### src/rtl/fp_spl_case_pipe.sv
// fp_spl_case_pipe: two-stage pipeline that detects and resolves IEEE-754
// add/sub special cases (NaN, Inf, zero operands).
//   S1 registers the operands and their classification.
//   S2 registers the resolved result, spl_case and output valid.
// Optional build macro FP_SPL_DAZ_EN: subnormal operands are treated as
// zeros of the same sign (denormals-are-zero). Undefined by default.
module fp_spl_case_pipe #(
  parameter int EXP_W = 8,
  parameter int MAN_W = 23
) (
  input  logic                   clk,
  input  logic                   rst_n,
  input  logic                   in_valid,
  output logic                   in_ready,
  input  logic [EXP_W+MAN_W:0]   a,
  input  logic [EXP_W+MAN_W:0]   b,
  input  logic                   op,
  output logic                   out_valid,
  input  logic                   out_ready,
  output logic                   spl_case,
  output logic [EXP_W+MAN_W:0]   result,
  output logic                   flag_invalid,
  input  logic                   flag_clr
);

  localparam int W = 1 + EXP_W + MAN_W;

  // Canonical quiet NaN: sign 0, exponent all ones, mantissa MSB only.
  localparam logic [W-1:0] QNAN = {1'b0, {EXP_W{1'b1}}, 1'b1, {(MAN_W-1){1'b0}}};

  // Class vector bit positions.
  localparam int C_NAN  = 3;
  localparam int C_INF  = 2;
  localparam int C_ZERO = 1;
  localparam int C_SNAN = 0;

  // Classify one operand from its exponent and mantissa fields only.
  function automatic logic [3:0] classify(input logic [W-1:0] x);
    logic [EXP_W-1:0] ex;
    logic [MAN_W-1:0] mn;
    logic             ex_ones;
    logic             ex_zero;
    logic             mn_zero;
    logic [3:0]       cls;
    ex      = x[W-2:MAN_W];
    mn      = x[MAN_W-1:0];
    ex_ones = &ex;
    ex_zero = ~|ex;
    mn_zero = ~|mn;
    cls             = 4'b0000;
    cls[C_NAN]      = ex_ones & ~mn_zero;
    cls[C_INF]      = ex_ones & mn_zero;
    cls[C_SNAN]     = ex_ones & ~mn_zero & ~mn[MAN_W-1];
`ifdef FP_SPL_DAZ_EN
    cls[C_ZERO]     = ex_zero;
`else
    cls[C_ZERO]     = ex_zero & mn_zero;
`endif
    return cls;
  endfunction

  // Stage 1 state
  logic           s1_valid_q, s1_valid_d;
  logic [W-1:0]   s1_a_q, s1_a_d;
  logic [W-1:0]   s1_b_q, s1_b_d;     // B with effective sign already applied
  logic [3:0]     s1_cls_a_q, s1_cls_a_d;
  logic [3:0]     s1_cls_b_q, s1_cls_b_d;

  // Stage 2 / output state
  logic           s2_valid_q, s2_valid_d;
  logic [W-1:0]   result_q, result_d;
  logic           spl_case_q, spl_case_d;
  logic           flag_invalid_q, flag_invalid_d;

  // Resolution of the transaction currently held in S1
  logic [W-1:0]   res_c;
  logic           spl_c;
  logic           inv_c;

  logic           s2_adv;
  logic [W-1:0]   b_eff;

  assign s2_adv   = ~s2_valid_q | out_ready;
  // Gated by rst_n so the block never advertises readiness while held in reset.
  assign in_ready = rst_n & (~s1_valid_q | s2_adv);
  assign b_eff    = {b[W-1] ^ op, b[W-2:0]};

  // S1 next state: capture operand pair and its classification on input transfer.
  always_comb begin
    s1_valid_d = s1_valid_q;
    s1_a_d     = s1_a_q;
    s1_b_d     = s1_b_q;
    s1_cls_a_d = s1_cls_a_q;
    s1_cls_b_d = s1_cls_b_q;
    if (in_ready) begin
      s1_valid_d = in_valid;
      if (in_valid) begin
        s1_a_d     = a;
        s1_b_d     = b_eff;
        s1_cls_a_d = classify(a);
        s1_cls_b_d = classify(b);
      end
    end
  end

  // Priority-ordered special-case resolution of the S1 contents.
  always_comb begin
    logic sa;
    logic sb;
    sa    = s1_a_q[W-1];
    sb    = s1_b_q[W-1];
    res_c = '0;
    spl_c = 1'b0;
    inv_c = (s1_cls_a_q[C_INF] & s1_cls_b_q[C_INF] & (sa != sb))
          | s1_cls_a_q[C_SNAN] | s1_cls_b_q[C_SNAN];
    if (s1_cls_a_q[C_NAN] | s1_cls_b_q[C_NAN]) begin
      spl_c = 1'b1;
      res_c = QNAN;
    end else if (s1_cls_a_q[C_INF] & s1_cls_b_q[C_INF]) begin
      spl_c = 1'b1;
      res_c = (sa == sb) ? s1_a_q : QNAN;
    end else if (s1_cls_a_q[C_INF]) begin
      spl_c = 1'b1;
      res_c = s1_a_q;
    end else if (s1_cls_b_q[C_INF]) begin
      spl_c = 1'b1;
      res_c = s1_b_q;
    end else if (s1_cls_a_q[C_ZERO] & s1_cls_b_q[C_ZERO]) begin
      spl_c = 1'b1;
      res_c = {sa & sb, {(W-1){1'b0}}};
    end else if (s1_cls_a_q[C_ZERO]) begin
      spl_c = 1'b1;
      res_c = s1_b_q;
    end else if (s1_cls_b_q[C_ZERO]) begin
      spl_c = 1'b1;
      res_c = s1_a_q;
    end
  end

  // S2 next state and sticky invalid flag (set has priority over clear).
  always_comb begin
    s2_valid_d = s2_valid_q;
    result_d   = result_q;
    spl_case_d = spl_case_q;
    if (s2_adv) begin
      s2_valid_d = s1_valid_q;
      result_d   = s1_valid_q ? res_c : '0;
      spl_case_d = s1_valid_q & spl_c;
    end
    flag_invalid_d = (s2_adv & s1_valid_q & inv_c) | (flag_invalid_q & ~flag_clr);
  end

  // S1 register with asynchronous active-low reset.
  always_ff @(posedge clk or negedge rst_n) begin
    if (!rst_n) begin
      s1_valid_q <= 1'b0;
      s1_a_q     <= '0;
      s1_b_q     <= '0;
      s1_cls_a_q <= '0;
      s1_cls_b_q <= '0;
    end else begin
      s1_valid_q <= s1_valid_d;
      s1_a_q     <= s1_a_d;
      s1_b_q     <= s1_b_d;
      s1_cls_a_q <= s1_cls_a_d;
      s1_cls_b_q <= s1_cls_b_d;
    end
  end

  // S2 / output register and flag with asynchronous active-low reset.
  always_ff @(posedge clk or negedge rst_n) begin
    if (!rst_n) begin
      s2_valid_q     <= 1'b0;
      result_q       <= '0;
      spl_case_q     <= 1'b0;
      flag_invalid_q <= 1'b0;
    end else begin
      s2_valid_q     <= s2_valid_d;
      result_q       <= result_d;
      spl_case_q     <= spl_case_d;
      flag_invalid_q <= flag_invalid_d;
    end
  end

  assign out_valid    = s2_valid_q;
  assign result       = result_q;
  assign spl_case     = spl_case_q;
  assign flag_invalid = flag_invalid_q;

endmodule
### config.mk
export PLATFORM = sky130hd
export DESIGN_NAME = fp_spl_case_pipe
export DESIGN_NICKNAME = d
export VERILOG_FILES = /design/src/rtl/fp_spl_case_pipe.sv
export SDC_FILE = /design/constraint.sdc
export NUM_CORES = 1
export LEC_CHECK = 0
export ABC_AREA = 0
export CORE_UTILIZATION = 35
export CTS_BUF_LIST = sky130_fd_sc_hd__clkbuf_16
export CTS_CLUSTER_DIAMETER = 50
export CTS_CLUSTER_SIZE = 40
export DETAILED_ROUTE_END_ITERATION = 10
export GPL_TIMING_DRIVEN = 0
export MAX_ROUTING_LAYER = met4
export REMOVE_ABC_BUFFERS = 1
export SLEW_MARGIN = 40
export SYNTH_ARGS = -nofsm -noshare
export SYNTH_HDL_FRONTEND = slang
export SYNTH_SLANG_ARGS = --single-unit
### constraint.sdc
create_clock -name clk -period 3.93 [get_ports clk]
set_input_delay 0.786 -clock clk [delete_from_list [all_inputs] [get_ports clk]]
set_output_delay 0.786 -clock clk [all_outputs]
set_load 0.005 [all_outputs]
==> impl_metrics.json <==
{
  "start_util_pct": 36.5,
  "yosys_most_used_dff": "dfrtp_1",
  "core_area_um2": 13500,
  "globalplace.congestion": 0.811,
  "path_common_cell": "clkdlybuf4s50_1",
  "final_max_slew_viol_count": 0,
  "slew_headroom_pct": 44.0,
  "cts_resized": 0,
  "dpl_cell_area_um2": 6170,
  "synth-async-reset-ratio_pct": 100,
  "grt_pass1_vias": 4302,
  "port_buffers": 105,
  "cpMaxStageDelayCell": "clkdlybuf4s50_1",
  "crit_path_end_kind": "output pin",
  "fin_cells": 803,
  "ant_nets": 0,
  "hold_viol_final": 0,
  "critPathMaxFanout": 3,
  "vias": 4255,
  "fp.dieH_um": 121,
  "mostFrequentLayoutCells": "nand2_1 (203), dfrtp_1 (108), clkdlybuf4s50_1 (104)",
  "cts_made_buffers": 9,
  "grt_max_degree": 67,
  "slowest_delay_ps": 540,
  "min-delay-path-class": "in2async",
  "finalInstanceArea_um2": 6420,
  "synth.avg_cell_area_um2": 9.22,
  "totalWireLength_um": 13600,
  "dp_hpwl_um": 9210,
  "vdd_drop_max_v": 0.000215,
  "required_ps": 3140,
  "fin_skew_ps": 3.86,
  "grt_antenna_before_repair": 0,
  "via_per_inst": 5.30,
  "clock_tree.buffer_depth": 2,
  "path_buf_inv": 2,
  "startpoint_type": "primary input",
  "cts_root_buf": "clkbuf_16",
  "path_class": "in2out",
  "fin_nets": 694,
  "p_per_area_nw_per_um2": 388,
  "num_antenna_cells": 0,
  "gr-usage-all-layers_pct": 20.5,
  "grt_setup_unrepaired": "false",
  "drtIter0Drc": 246,
  "setup_ws_ps": 917,
  "synthToLayoutAreaGrowth_pct": 30.4,
  "status": "finished clean",
  "dp.cells": 788,
  "post_cts_buffers": 0,
  "r2r_start": "out_valid",
  "startpoint": "out_ready",
  "timing.critical_path.cells": "clkdlybuf4s50_1, nand3b_1, and2_1, clkdlybuf4s50_1",
  "clock_latency_ps": 340,
  "final-seq-area_um2": 2700,
  "worstMarginPinSlew_ps": 839,
  "ios": 106,
  "ys_seq_area_share_pct": 54.9,
  "synth_cell_types": 42,
  "syn_area_um2": 4920,
  "drive_above_1_share_pct": 7.02,
  "ys_warn_count": 0,
  "grt_pass1_wl_um": 22100,
  "fin_crit_ps": 3010,
  "cts_hold_buffers": 0,
  "final_common_cell": "nand2_1",
  "multi_input_area_um2": 2030,
  "arrival_ps": 2230,
  "post-place-ws_ps": 786,
  "synth_edf_count": 0,
  "syn_inst": 534,
  "cts_tree": "built",
  "fp.dieW_um": 121,
  "routedWlPerCell_um": 16.9,
  "fillers": 1260,
  "finalCritPeriodShare_pct": 76.7,
  "clock-sinks": 108,
  "ys_ff_latch": 108,
  "fp.dieArea_um2": 14500,
  "p_leak_nw": 2.85,
  "drtPass1Iterations": 5,
  "maxCapViolations": 0,
  "htreeDepth": 3,
  "drc": 0,
  "crit_family": "buffers and inverters",
  "fmax_mhz": 332,
  "grt-ovfl-total": 0,
  "setup_viol": 0,
  "clk_pin_slew_worst_paths_ps": 60,
  "row_count": 42
}
## metal layers
layer | track usage (%) | up-vias | share of wire, %
met5 | - | - | 0
met4 | 7.64 | 0 | 1.7
met3 | 3.25 | 18 | 6.6
met2 | 31.5 | 156 | 46
met1 | 27.4 | 2071 | 46
li1 | - | 2010 | -
## flip-flops by register name, summed over array words and instances (netlist names)
signal        flops
result           32
s1_a_q           32
s1_b_q           32
s1_cls_a_q        4
s1_cls_b_q        4
flag_invalid      1
out_valid         1
s1_valid_q        1
spl_case          1
## per-stage QoR
| step | total power [mW] | TNS (ps) | utilization, % | hold WS [ps] |
|---|---|---|---|---|
| 6_report | 2.49 | 0 | 47.6 | 327 |
| 3_3_place_gp | 1.69 | -634270 | 44.7 | 459 |
| 5_1_grt | 2.63 | 0 | 47.6 | 345 |
| 2_1_floorplan | 1.49 | 0 | - | 445 |
| 3_5_place_dp | 1.72 | 0 | 45.7 | 463 |
| 4_1_cts | 2.52 | 0 | 47.6 | 332 |
## Yosys cell counts, types with 5 or more instances
master | count | share of area (%)
a22oi_2 | 9 | 2.3
clkbuf_1 | 18 | 1.4
o31ai_2 | 9 | 2.3
nor4_1 | 14 | 1.8
o21ai_1 | 8 | 0.81
o31ai_1 | 13 | 2.0
dfrtp_1 | 108 | 55
nand3_1 | 7 | 0.71
o21ai_0 | 23 | 2.3
a222oi_1 | 8 | 1.6
buf_2 | 9 | 0.91
inv_1 | 14 | 1.1
a21oi_1 | 9 | 0.91
nor3_1 | 5 | 0.51
nand2_1 | 204 | 16
a22oi_1 | 14 | 2.1
nor2_1 | 24 | 1.8
## final cells by class
| type | count | share of cell area [%] |
|---|---|---|
| well taps | 176 | 3.43 |
| flip-flops and latches | 108 | 42.1 |
| multi-input cells | 380 | 31.7 |
| clock inverters | 6 | 0.370 |
| repair buffers | 110 | 18.2 |
| clock buffers | 9 | 3.51 |
| inverters | 14 | 0.818 |
## power by group
| part | switching, mW | internal [mW] | total [mW] |
|---|---|---|---|
| Combinational | 0.209 | 0.166 | 0.375 |
| Clock | 0.379 | 0.414 | 0.793 |
| Sequential | 0.0879 | 1.24 | 1.32 |
## cell families (layout without fill, tap and decap cells)
kind of cell | Yosys count | in the layout | share of synthesized area (%)
fa+ha+maj | 1 | 1 | 0.254
flops | 108 | 108 | 54.9
mux | 1 | 1 | 0.203
xor+xnor | 1 | 1 | 0.178
simple gates | 271 | 271 | 23.0
compound gates | 106 | 106 | 17.1
buf+inv | 46 | 139 | 4.42
## path summary, 6_finish.rpt
path	to	slack, ps	cells past startpoint
setup reg to reg	result[21]	1690	4
min in group clk	s1_b_q[30]	470	2
max in group asynchronous	s1_b_q[5]	2960	2
setup / recovery	in_ready	920	4
hold reg to reg	s1_b_q[30]	470	2
hold / removal	s1_b_q[16]	330	1
(Power assumes the default switching activity.)
